File: config.mk
export PLATFORM = sky130hd
export DESIGN_NAME = div_seq_flat
export DESIGN_NICKNAME = d
export VERILOG_FILES = /design/src/rtl/div_pkg.sv /design/src/rtl/div_if.sv /design/src/rtl/div_step.sv /design/src/rtl/div_seq.sv /design/src/flat_wrapper.sv
export SDC_FILE = /design/constraint.sdc
export NUM_CORES = 1
export LEC_CHECK = 0
export ABC_AREA = 0
export BUFFER_PORTS_ARGS = -buffer_cell sky130_fd_sc_hd__buf_2
export CAP_MARGIN = 0
export CORE_MARGIN = 3
export CORE_UTILIZATION = 50
export CTS_CLUSTER_DIAMETER = 80
export DETAILED_ROUTE_END_ITERATION = 10
export PLACE_DENSITY_LB_ADDON = 0.08
export SLEW_MARGIN = 20
export SYNTH_ARGS = -nofsm -noshare
export SYNTH_HDL_FRONTEND = slang
export SYNTH_SLANG_ARGS = --single-unit
File: constraint.sdc
create_clock -name clk -period 4.85 [get_ports clk]
set_input_delay 0.2425 -clock clk [delete_from_list [all_inputs] [get_ports clk]]
set_output_delay 0.2425 -clock clk [all_outputs]
set_load 0.005 [all_outputs]
File: src/rtl/div_pkg.sv
// Shared types for the sequential divider: FSM state encoding.
package div_pkg;
  localparam int STATE_W = 2;
  typedef enum logic [STATE_W-1:0] {IDLE, CALC, DONE} state_t;
endpackage

File: src/rtl/div_if.sv
// Start/busy/done handshake and operand/result bus between controller and divider.
interface div_if #(parameter int W = 8);
  logic         start;
  logic         sgn;
  logic [W-1:0] a;
  logic [W-1:0] b;
  logic         busy;
  logic         done;
  logic [W-1:0] q;
  logic [W-1:0] r;
  logic         dbz;

  modport master (output start, sgn, a, b, input busy, done, q, r, dbz);
  modport slave  (input start, sgn, a, b, output busy, done, q, r, dbz);
endinterface

File: src/rtl/div_step.sv
// One restoring-division iteration: W+1-bit trial subtract of the shifted remainder.
module div_step #(parameter int W = 8) (
  input  logic [W-1:0] rem,
  input  logic         dvd_msb,
  input  logic [W-1:0] divisor,
  output logic [W-1:0] rem_nxt,
  output logic         q_bit
);
  logic [W:0] shifted;
  logic [W:0] trial;

  assign shifted = {rem, dvd_msb};
  assign trial   = shifted - {1'b0, divisor};
  // A clear sign bit means the divisor fits; otherwise restore the shifted remainder.
  assign q_bit   = ~trial[W];
  assign rem_nxt = q_bit ? trial[W-1:0] : shifted[W-1:0];
endmodule

File: src/rtl/div_seq.sv
// Sequential restoring divider: W cycles per division, optional signed mode,
// divide-by-zero short-circuits straight to the result cycle.
module div_seq
  import div_pkg::*;
#(parameter int W = 8) (
  input  logic clk,
  input  logic rst,
  div_if.slave bus
);
  localparam int CW = $clog2(W + 1);

  state_t        state, state_nxt;
  logic [CW-1:0] cnt;
  logic [W-1:0]  rem, dvd, dvs;
  logic          neg_q, neg_r;
  logic [W-1:0]  q_reg, r_reg;
  logic          dbz_reg;

  logic          accept;
  logic          last_iter;
  logic [W-1:0]  rem_nxt;
  logic          q_bit;
  logic [W-1:0]  q_fin;
  logic [W-1:0]  mag_a, mag_b;

  div_step #(.W(W)) u_step (
    .rem     (rem),
    .dvd_msb (dvd[W-1]),
    .divisor (dvs),
    .rem_nxt (rem_nxt),
    .q_bit   (q_bit)
  );

  assign accept    = bus.start && (state != CALC);
  assign last_iter = (state == CALC) && (cnt == CW'(1));
  assign q_fin     = {dvd[W-2:0], q_bit};
  assign mag_a     = (bus.sgn && bus.a[W-1]) ? (~bus.a + 1'b1) : bus.a;
  assign mag_b     = (bus.sgn && bus.b[W-1]) ? (~bus.b + 1'b1) : bus.b;

  always_ff @(posedge clk) begin
    if (rst) state <= IDLE;
    else     state <= state_nxt;
  end

  always_comb begin
    state_nxt = state;
    case (state)
      IDLE, DONE: begin
        if (bus.start) state_nxt = (bus.b == '0) ? DONE : CALC;
        else           state_nxt = IDLE;
      end
      CALC:    if (last_iter) state_nxt = DONE;
      default: state_nxt = IDLE;
    endcase
  end

  always_ff @(posedge clk) begin
    if (rst) begin
      cnt     <= '0;
      rem     <= '0;
      dvd     <= '0;
      dvs     <= '0;
      neg_q   <= 1'b0;
      neg_r   <= 1'b0;
      q_reg   <= '0;
      r_reg   <= '0;
      dbz_reg <= 1'b0;
    end else if (accept) begin
      if (bus.b == '0) begin
        q_reg   <= '1;
        r_reg   <= bus.a;
        dbz_reg <= 1'b1;
      end else begin
        dvd   <= mag_a;
        dvs   <= mag_b;
        rem   <= '0;
        cnt   <= CW'(W);
        neg_q <= bus.sgn && (bus.a[W-1] ^ bus.b[W-1]);
        neg_r <= bus.sgn && bus.a[W-1];
      end
    end else if (state == CALC) begin
      rem <= rem_nxt;
      dvd <= q_fin;
      cnt <= cnt - 1'b1;
      // Quotient truncates toward zero; remainder follows the dividend's sign.
      if (last_iter) begin
        q_reg   <= neg_q ? (~q_fin + 1'b1) : q_fin;
        r_reg   <= neg_r ? (~rem_nxt + 1'b1) : rem_nxt;
        dbz_reg <= 1'b0;
      end
    end
  end

  assign bus.busy = (state == CALC);
  assign bus.done = (state == DONE);
  assign bus.q    = q_reg;
  assign bus.r    = r_reg;
  assign bus.dbz  = dbz_reg;
endmodule
File: src/flat_wrapper.sv
// flat-port wrapper written by rule: the top's interface ports become plain ports
module div_seq_flat import div_pkg::*;
#(parameter int W = 8)
  (clk, rst, bus_start, bus_sgn, bus_a, bus_b, bus_busy, bus_done, bus_q, bus_r, bus_dbz);
  div_if #(.W(W)) bus_i ();
  input  logic clk;
  input  logic rst;
  input wire logic [$bits(bus_i.start)-1:0] bus_start;
  input wire logic [$bits(bus_i.sgn)-1:0] bus_sgn;
  input wire logic [$bits(bus_i.a)-1:0] bus_a;
  input wire logic [$bits(bus_i.b)-1:0] bus_b;
  output wire logic [$bits(bus_i.busy)-1:0] bus_busy;
  output wire logic [$bits(bus_i.done)-1:0] bus_done;
  output wire logic [$bits(bus_i.q)-1:0] bus_q;
  output wire logic [$bits(bus_i.r)-1:0] bus_r;
  output wire logic [$bits(bus_i.dbz)-1:0] bus_dbz;
  assign bus_i.start = bus_start;
  assign bus_i.sgn = bus_sgn;
  assign bus_i.a = bus_a;
  assign bus_i.b = bus_b;
  assign bus_busy = bus_i.busy;
  assign bus_done = bus_i.done;
  assign bus_q = bus_i.q;
  assign bus_r = bus_i.r;
  assign bus_dbz = bus_i.dbz;
  div_seq #(.W(W)) u_core (.clk(clk), .rst(rst), .bus(bus_i));
endmodule
==> metrics.txt, run 1 <==
status=finished, final reports clean; Data required, critical path=5.09 ns; DR WL/cell=15.5 um; TritonCTS clock tree=done; Mean Syn Cell Area=7.91 um2; Synth area leader=dfxtp_1; CTS root buf=clkbuf_8; DR pass1 iterations=4; synth top area cells=dfxtp_1 (34%), nor2_1 (7.0%), ha_1 (6.0%); clk_lat worst skew=0.31 ns; Synth Register Bits=49; # DRC=0; final worst path period share=72.5%; worst path arrival time=3.75 ns; syn_nets=403; DRT Wirelength=7.24 mm; initial antenna violation count=0; EDFF count, synth=0; Crit-path slowest cell=a221o_1; VDD IR max=0.160 mV; sequential standard cell area=981 um2; max_slew headroom=38.0%; Die Wd=82.3 um; # clock sinks=49; GR Overflow Total=0; post-cts resize count=0; R2R depth=13; Setup violations, final=0; worst slew pin tran=0.931 ns; DP Wirelength=5.24 mm; die area=6770 um2; max cap viols=0; drt via density=5.78; Slew Viols, Final=0; io pins=39; GRT met3 Usage=3.90%; Cell Area, Synth=2910 um2; vias in the first global route=2459; unrepaired setup endpoints after global routing=false; CTS Buf Count=5; Overall Global Routing Usage=22.3%; CP Cell Sequence=inv_1 > ha_1 > inv_1 > fa_1 > a211oi_2 > o211a_1 > a221o_1 > mux2_2 > ha_1 > nand2_1 > o31ai_2 > or3_1 > a31oi_1; Hold Crit Depth=3; Worst Setup End Kind=flop; vias=2701; clock slew at reported path FFs=0.10 ns; CP max FO=17; sw power=0.384 mW; fraction of the yosys area taken by sequential cells=33.7%; Critical Path Source Type=flop; # H-tree levels=2; Switching Fraction=34.8%; total power=1.10 mW; skew final=0.00921 ns; Clock Power Share=26.9%; Critical Path Max Stage Delay=0.59 ns; gpl congestion=0.919; final non-filler cell total=467; CTS Buffer Depth=2; Fillers=547; port bufs=38; initial core utilization=52.2%; die height=82.3 um; asr flop ratio synth=0%; leakage=1.30 nW; critical path class=reg -> reg; internal cell power=0.720 mW; Hold WC Path Type=in -> reg; # placed instances=459; largest net degree at the start of global routing=51; layout cells sized above 1=13.4%; diode count=0; Top FF cell, synth=dfxtp_1; Yosys cell types=48; fin nets=429; setup bufs post-CTS=0; cts hold-fix bufs=0; Fin. Hold Viols=0; Synth top area share=33.7%; Multi-input gate area=1760 um2; Mapped Cells=368; crit path time final=3.51 ns; Detail Route Antenna Nets=0; Most Crowded Layer GR=met2; setup TNS=0 ns; synthesis-to-finish area growth=11.0%; sequential power share=40.8%; M2 GR Usage=34.2%; Comb power frac=32.3%; global-route wire length before repair=11.8 mm; num rows=27; yosys warns=0; core area=5570 um2; fmax=0.285 GHz; DRT iter0 DRCs=115; met1 GRT Util=32.1%; PD cells=342 nW/um2
==> layout make-up <==
type / count / share of cell area (%)
sequential: 49 / 30.4
multi-input combinational: 276 / 54.5
clock buffer: 6 / 2.25
timing repair buffer: 40 / 6.35
clock inverter: 2 / 1.20
inverter: 22 / 2.56
tap: 72 / 2.79
==> path summary, 6_finish.rpt <==
check / slack (ns) / endpoint / from
min reg2reg: 0.46 / u_core.dvd[7]$_SDFFE_PP0P_ / u_core.dvd[7]$_SDFFE_PP0P_
max: 1.34 / u_core.bus.r[6]$_SDFFE_PP0P_ / u_core.dvd[7]$_SDFFE_PP0P_
max reg2reg: 1.34 / u_core.bus.r[6]$_SDFFE_PP0P_ / u_core.dvd[7]$_SDFFE_PP0P_
min: 0.21 / u_core.dvs[0]$_SDFFE_PP0P_ / bus_b[0]
==> layout by cell type, fill, tap and decap left out, drive strengths merged, types with 6 or more instances in the layout <==
cell type | Yosys | routed
nor2 | 54 | 54
dfxtp | 49 | 49
buf | 2 | 40
nand2 | 30 | 30
a21oi | 25 | 25
inv | 22 | 22
a211oi | 18 | 18
nor3 | 17 | 17
xor2 | 14 | 14
ha | 14 | 14
a31oi | 12 | 12
xnor2 | 11 | 11
nand3 | 10 | 10
o21ai | 7 | 7
a22oi | 7 | 7
clkbuf | 19 | 6
==> metrics by stage <==
stage	hold slack, ns	cell area, um2	setup WS, ns	util (%)
floorplan	0.378	2910	1.87	-
detailed placement	0.458	3120	1.32	55.9
global placement	0.444	3120	1.45	55.9
finish	0.213	3230	1.34	57.9
CTS	0.206	3230	1.32	57.9
global route	0.251	3230	1.08	57.9
==> logic make-up (layout without fill, tap and decap cells) <==
| kind of cell | Yosys count | after routing | synth area share (%) |
|---|---|---|---|
| compound gates | 100 | 100 | 24.3 |
| fa+ha+maj | 15 | 15 | 6.71 |
| xor+xnor | 25 | 25 | 7.52 |
| buf+inv | 43 | 70 | 5.85 |
| flops | 49 | 49 | 33.7 |
| mux | 6 | 6 | 2.11 |
| simple gates | 130 | 130 | 19.8 |
==> per-layer routing <==
metal  share of wire, %  wire, um  vias to the layer above
met4               0.90        65                        0
met5                  0         0                        -
li1                   -         -                     1370
met1                 50      3600                     1265
met3                6.0       431                        7
met2                 43      3150                       59
==> power groups by stage <==
| stage | combinational, mW | sequential [mW] | clock, mW |
|---|---|---|---|
| detailed placement | 0.353 | 0.459 | 0 |
| finish | 0.356 | 0.450 | 0.297 |
| CTS | 0.355 | 0.450 | 0.305 |
| floorplan | 0.288 | 0.452 | 0 |
| global route | 0.399 | 0.454 | 0.318 |
| global placement | 0.350 | 0.459 | 0 |
==> cell usage after synthesis (2+ instances only) <==
library cell,instances
nand2b_1,3
nand2_1,30
or3_1,2
nor2b_1,4
a31oi_1,12
nor4_1,2
o211ai_1,4
a311oi_1,2
o21a_1,3
a221oi_1,5
o31ai_1,4
o21ai_0,7
a211o_1,2
and2_1,2
a32oi_1,2
xor2_1,14
a21oi_1,24
inv_1,22
o22ai_1,2
xnor2_1,11
ha_1,14
nor3_1,17
a211oi_1,17
nor2_1,54
clkbuf_1,19
nand3_1,10
mux2i_1,5
dfxtp_1,49
a22oi_1,7
==> critical path: cells and delay by family, from the launching register on <==
family          cells  cell delay (ns)
compound gates      5             1.32
fa+ha+maj           3             0.79
buf+inv             2             0.13
flops               1             0.32
mux                 1             0.45
simple gates        2             0.43
Note: power is estimated with default switching activity, not from simulation.
==> run 2: changes to the inputs <==
==> constraint.sdc (replaced) <==
create_clock -name clk -period 3.21 [get_ports clk]
set_input_delay 0.1605 -clock clk [delete_from_list [all_inputs] [get_ports clk]]
set_output_delay 0.1605 -clock clk [all_outputs]
set_load 0.005 [all_outputs]
==> metrics.txt, run 2 (synthesis results as in run 1) <==
status=finished, final reports clean (unchanged); leakage=1.34 nW (was 1.30 nW); CTS Buf Count=5 (unchanged); Fin. Hold Viols=0 (unchanged); commonest non-fill, non-tap cell in the layout=nor2_1 (unchanged); port bufs=38 (unchanged); Setup violations, final=0 (unchanged); CTS root buf=clkbuf_8 (unchanged); core area=5570 um2 (unchanged); layout cells sized above 1=16.3% (was 13.4%); DR WL/cell=15.7 um (was 15.5 um); commonest cells after routing, fill and taps aside=nor2_1 (54), dfxtp_1 (49), buf_2 (38), nand2_1 (30), a21oi_1 (24) (unchanged); R2R depth=14 (was 13); worst slew pin tran=0.687 ns (was 0.931 ns); max cap viols=0 (unchanged); crit path launch=u_core.dvd[7]$_SDFFE_PP0P_ (unchanged); global-route wire length before repair=12.1 mm (was 11.8 mm); DRT Wirelength=7.45 mm (was 7.24 mm); Critical Path Max Stage Delay=0.37 ns (was 0.59 ns); final hold slack=0.130 ns (was 0.213 ns); final non-filler cell total=476 (was 467); Data required, critical path=3.45 ns (was 5.09 ns); flop-to-flop setup slack=0.19 ns (was 1.34 ns); Die Wd=82.3 um (unchanged); clock slew at reported path FFs=0.10 ns (about the same); CP max FO=6 (was 17); DP Wirelength=5.54 mm (was 5.24 mm); DR pass1 iterations=5 (was 4); Fillers=527 (was 547); io pins=39 (unchanged); vias=2729 (was 2701); max_slew headroom=53.8% (was 38.0%); Slew Viols, Final=0 (unchanged); synthesis-to-finish area growth=13.9% (was 11.0%); diode count=0 (unchanged); initial core utilization=52.2% (unchanged); drt via density=5.73 (was 5.78); initial antenna violation count=0 (unchanged); # clock sinks=49 (unchanged); RR Startpoint=u_core.dvd[7]$_SDFFE_PP0P_ (unchanged); DRT iter0 DRCs=151 (was 115); fin nets=438 (was 429); setup TNS=0 ns (unchanged); die height=82.3 um (unchanged); worst path arrival time=3.26 ns (was 3.75 ns); skew final=0.00926 ns (was 0.00921 ns); total power=1.73 mW (was 1.10 mW); # placed instances=468 (was 459); TritonCTS clock tree=done (unchanged); fmax=0.331 GHz (was 0.285 GHz); Worst Setup End Kind=flop (unchanged); final worst path period share=94.1% (was 72.5%); crit path time final=3.02 ns (was 3.51 ns); Crit-path slowest cell=a221o_1 (unchanged); GR Overflow Total=0 (unchanged); Critical Path Source Type=flop (unchanged); # H-tree levels=2 (unchanged); Hold WC Path Type=in -> reg (unchanged); largest net degree at the start of global routing=33 (was 51); num rows=27 (unchanged); # DRC=0 (unchanged); worst setup path end=u_core.bus.r[6]$_SDFFE_PP0P_ (unchanged); clk_lat worst skew=0.30 ns (was 0.31 ns); vias in the first global route=2509 (was 2459); Detail Route Antenna Nets=0 (unchanged); critical path class=reg -> reg (unchanged); CTS Buffer Depth=2 (unchanged); Worst R2R End=u_core.bus.r[6]$_SDFFE_PP0P_ (unchanged); Overall Global Routing Usage=23.2% (was 22.3%); CP Cell Sequence=inv_1 > ha_1 > inv_1 > fa_2 > a211oi_2 > o211ai_1 > a221o_1 > buf_4 > mux2i_2 > ha_1 > nand2_1 > o31ai_2 > or3_1 > a31oi_1 (was inv_1 > ha_1 > inv_1 > fa_1 > a211oi_2 > o211a_1 > a221o_1 > mux2_2 > ha_1 > nand2_1 > o31ai_2 > or3_1 > a31oi_1); PD cells=523 nW/um2 (was 342 nW/um2); unrepaired setup endpoints after global routing=false (unchanged); VDD IR max=0.325 mV (was 0.160 mV); die area=6770 um2 (unchanged); gpl congestion=0.899 (was 0.919)
[run 2: cell count changes in the layout (fill, tap and decap cells not counted)]
cell        before  now
clkbuf_8         5    6
fa_1             1    0
mux2i_1          5    3
fa_2             0    1
clkinv_4         1    0
mux2i_2          0    2
clkbuf_1         1    0
buf_4            2   11
clkinvlp_4       0    1
[run 2: area by class of cell]
cell class	instances	area [um2]	share of cell area, %
well taps	72	90.1	2.72
inverters	22	82.6	2.49
clock buffers	6	82.6	2.49
multi-input cells	276	1770	53.4
repair buffers	49	273	8.23
clock inverters	2	37.5	1.13
flip-flops and latches	49	981	29.6
[run 2: worst min path at each step]
stage | start | endpoint | slack (ns) | cells past startpoint
after floorplan | bus_b[0] | u_core.dvs[0]$_SDFFE_PP0P_ | 0.30 | 2
after global placement | u_core.dvd[7]$_SDFFE_PP0P_ | u_core.dvd[7]$_SDFFE_PP0P_ | 0.44 | 2
after detailed placement | bus_b[0] | u_core.dvs[0]$_SDFFE_PP0P_ | 0.44 | 3
after CTS | bus_b[0] | u_core.dvs[0]$_SDFFE_PP0P_ | 0.12 | 3
after global routing | bus_b[0] | u_core.dvs[0]$_SDFFE_PP0P_ | 0.14 | 3
final | bus_b[0] | u_core.dvs[0]$_SDFFE_PP0P_ | 0.13 | 3
[run 2: metrics by stage]
stage / util (%) / instance area, um2 / setup slack (ns)
final: 59.5 / 3320 / 0.191
after global routing: 59.5 / 3320 / 0.00627
after CTS: 59.3 / 3310 / 0.134
after detailed placement: 57.1 / 3190 / 0.159
after global placement: 57.1 / 3190 / 0.209
after floorplan: - / 2910 / 0.230
[run 2: where the power goes]
| part | leakage (nW) | total [mW] | switching [mW] | internal [mW] |
|---|---|---|---|---|
| sequential | 0.399 | 0.681 | 0.0348 | 0.646 |
| combinational | 0.880 | 0.586 | 0.343 | 0.242 |
| clock | 0.0574 | 0.468 | 0.214 | 0.254 |
| total | 1.34 | 1.73 | 0.592 | 1.14 |
[run 2: worst max-delay path: cells and delay by family, from the launching register on]
kind | cells | cell delay [ns]
flip-flops | 1 | 0.32
buffers and inverters | 3 | 0.30
AND/OR/NAND/NOR | 2 | 0.44
AO/OA/AOI/OAI | 5 | 0.99
adder cells (fa/ha/maj) | 3 | 0.75
multiplexers | 1 | 0.16
[run 2: layer usage]
metal	up-vias	GRT usage [%]	share of wire, %	routed length [um]
met5	-	0	0	0
met4	0	5.98	1.0	76
met3	6	3.36	4.6	345
met2	80	36.4	45	3380
met1	1262	33.1	49	3650
li1	1381	-	-	-
[run 2: timing repair]
action | CTS | global route
endpoints found under the setup margin | 0 | 3
resized for setup | 0 | 3
hold buffers | 0 | 0
setup buffers | 0 | 0
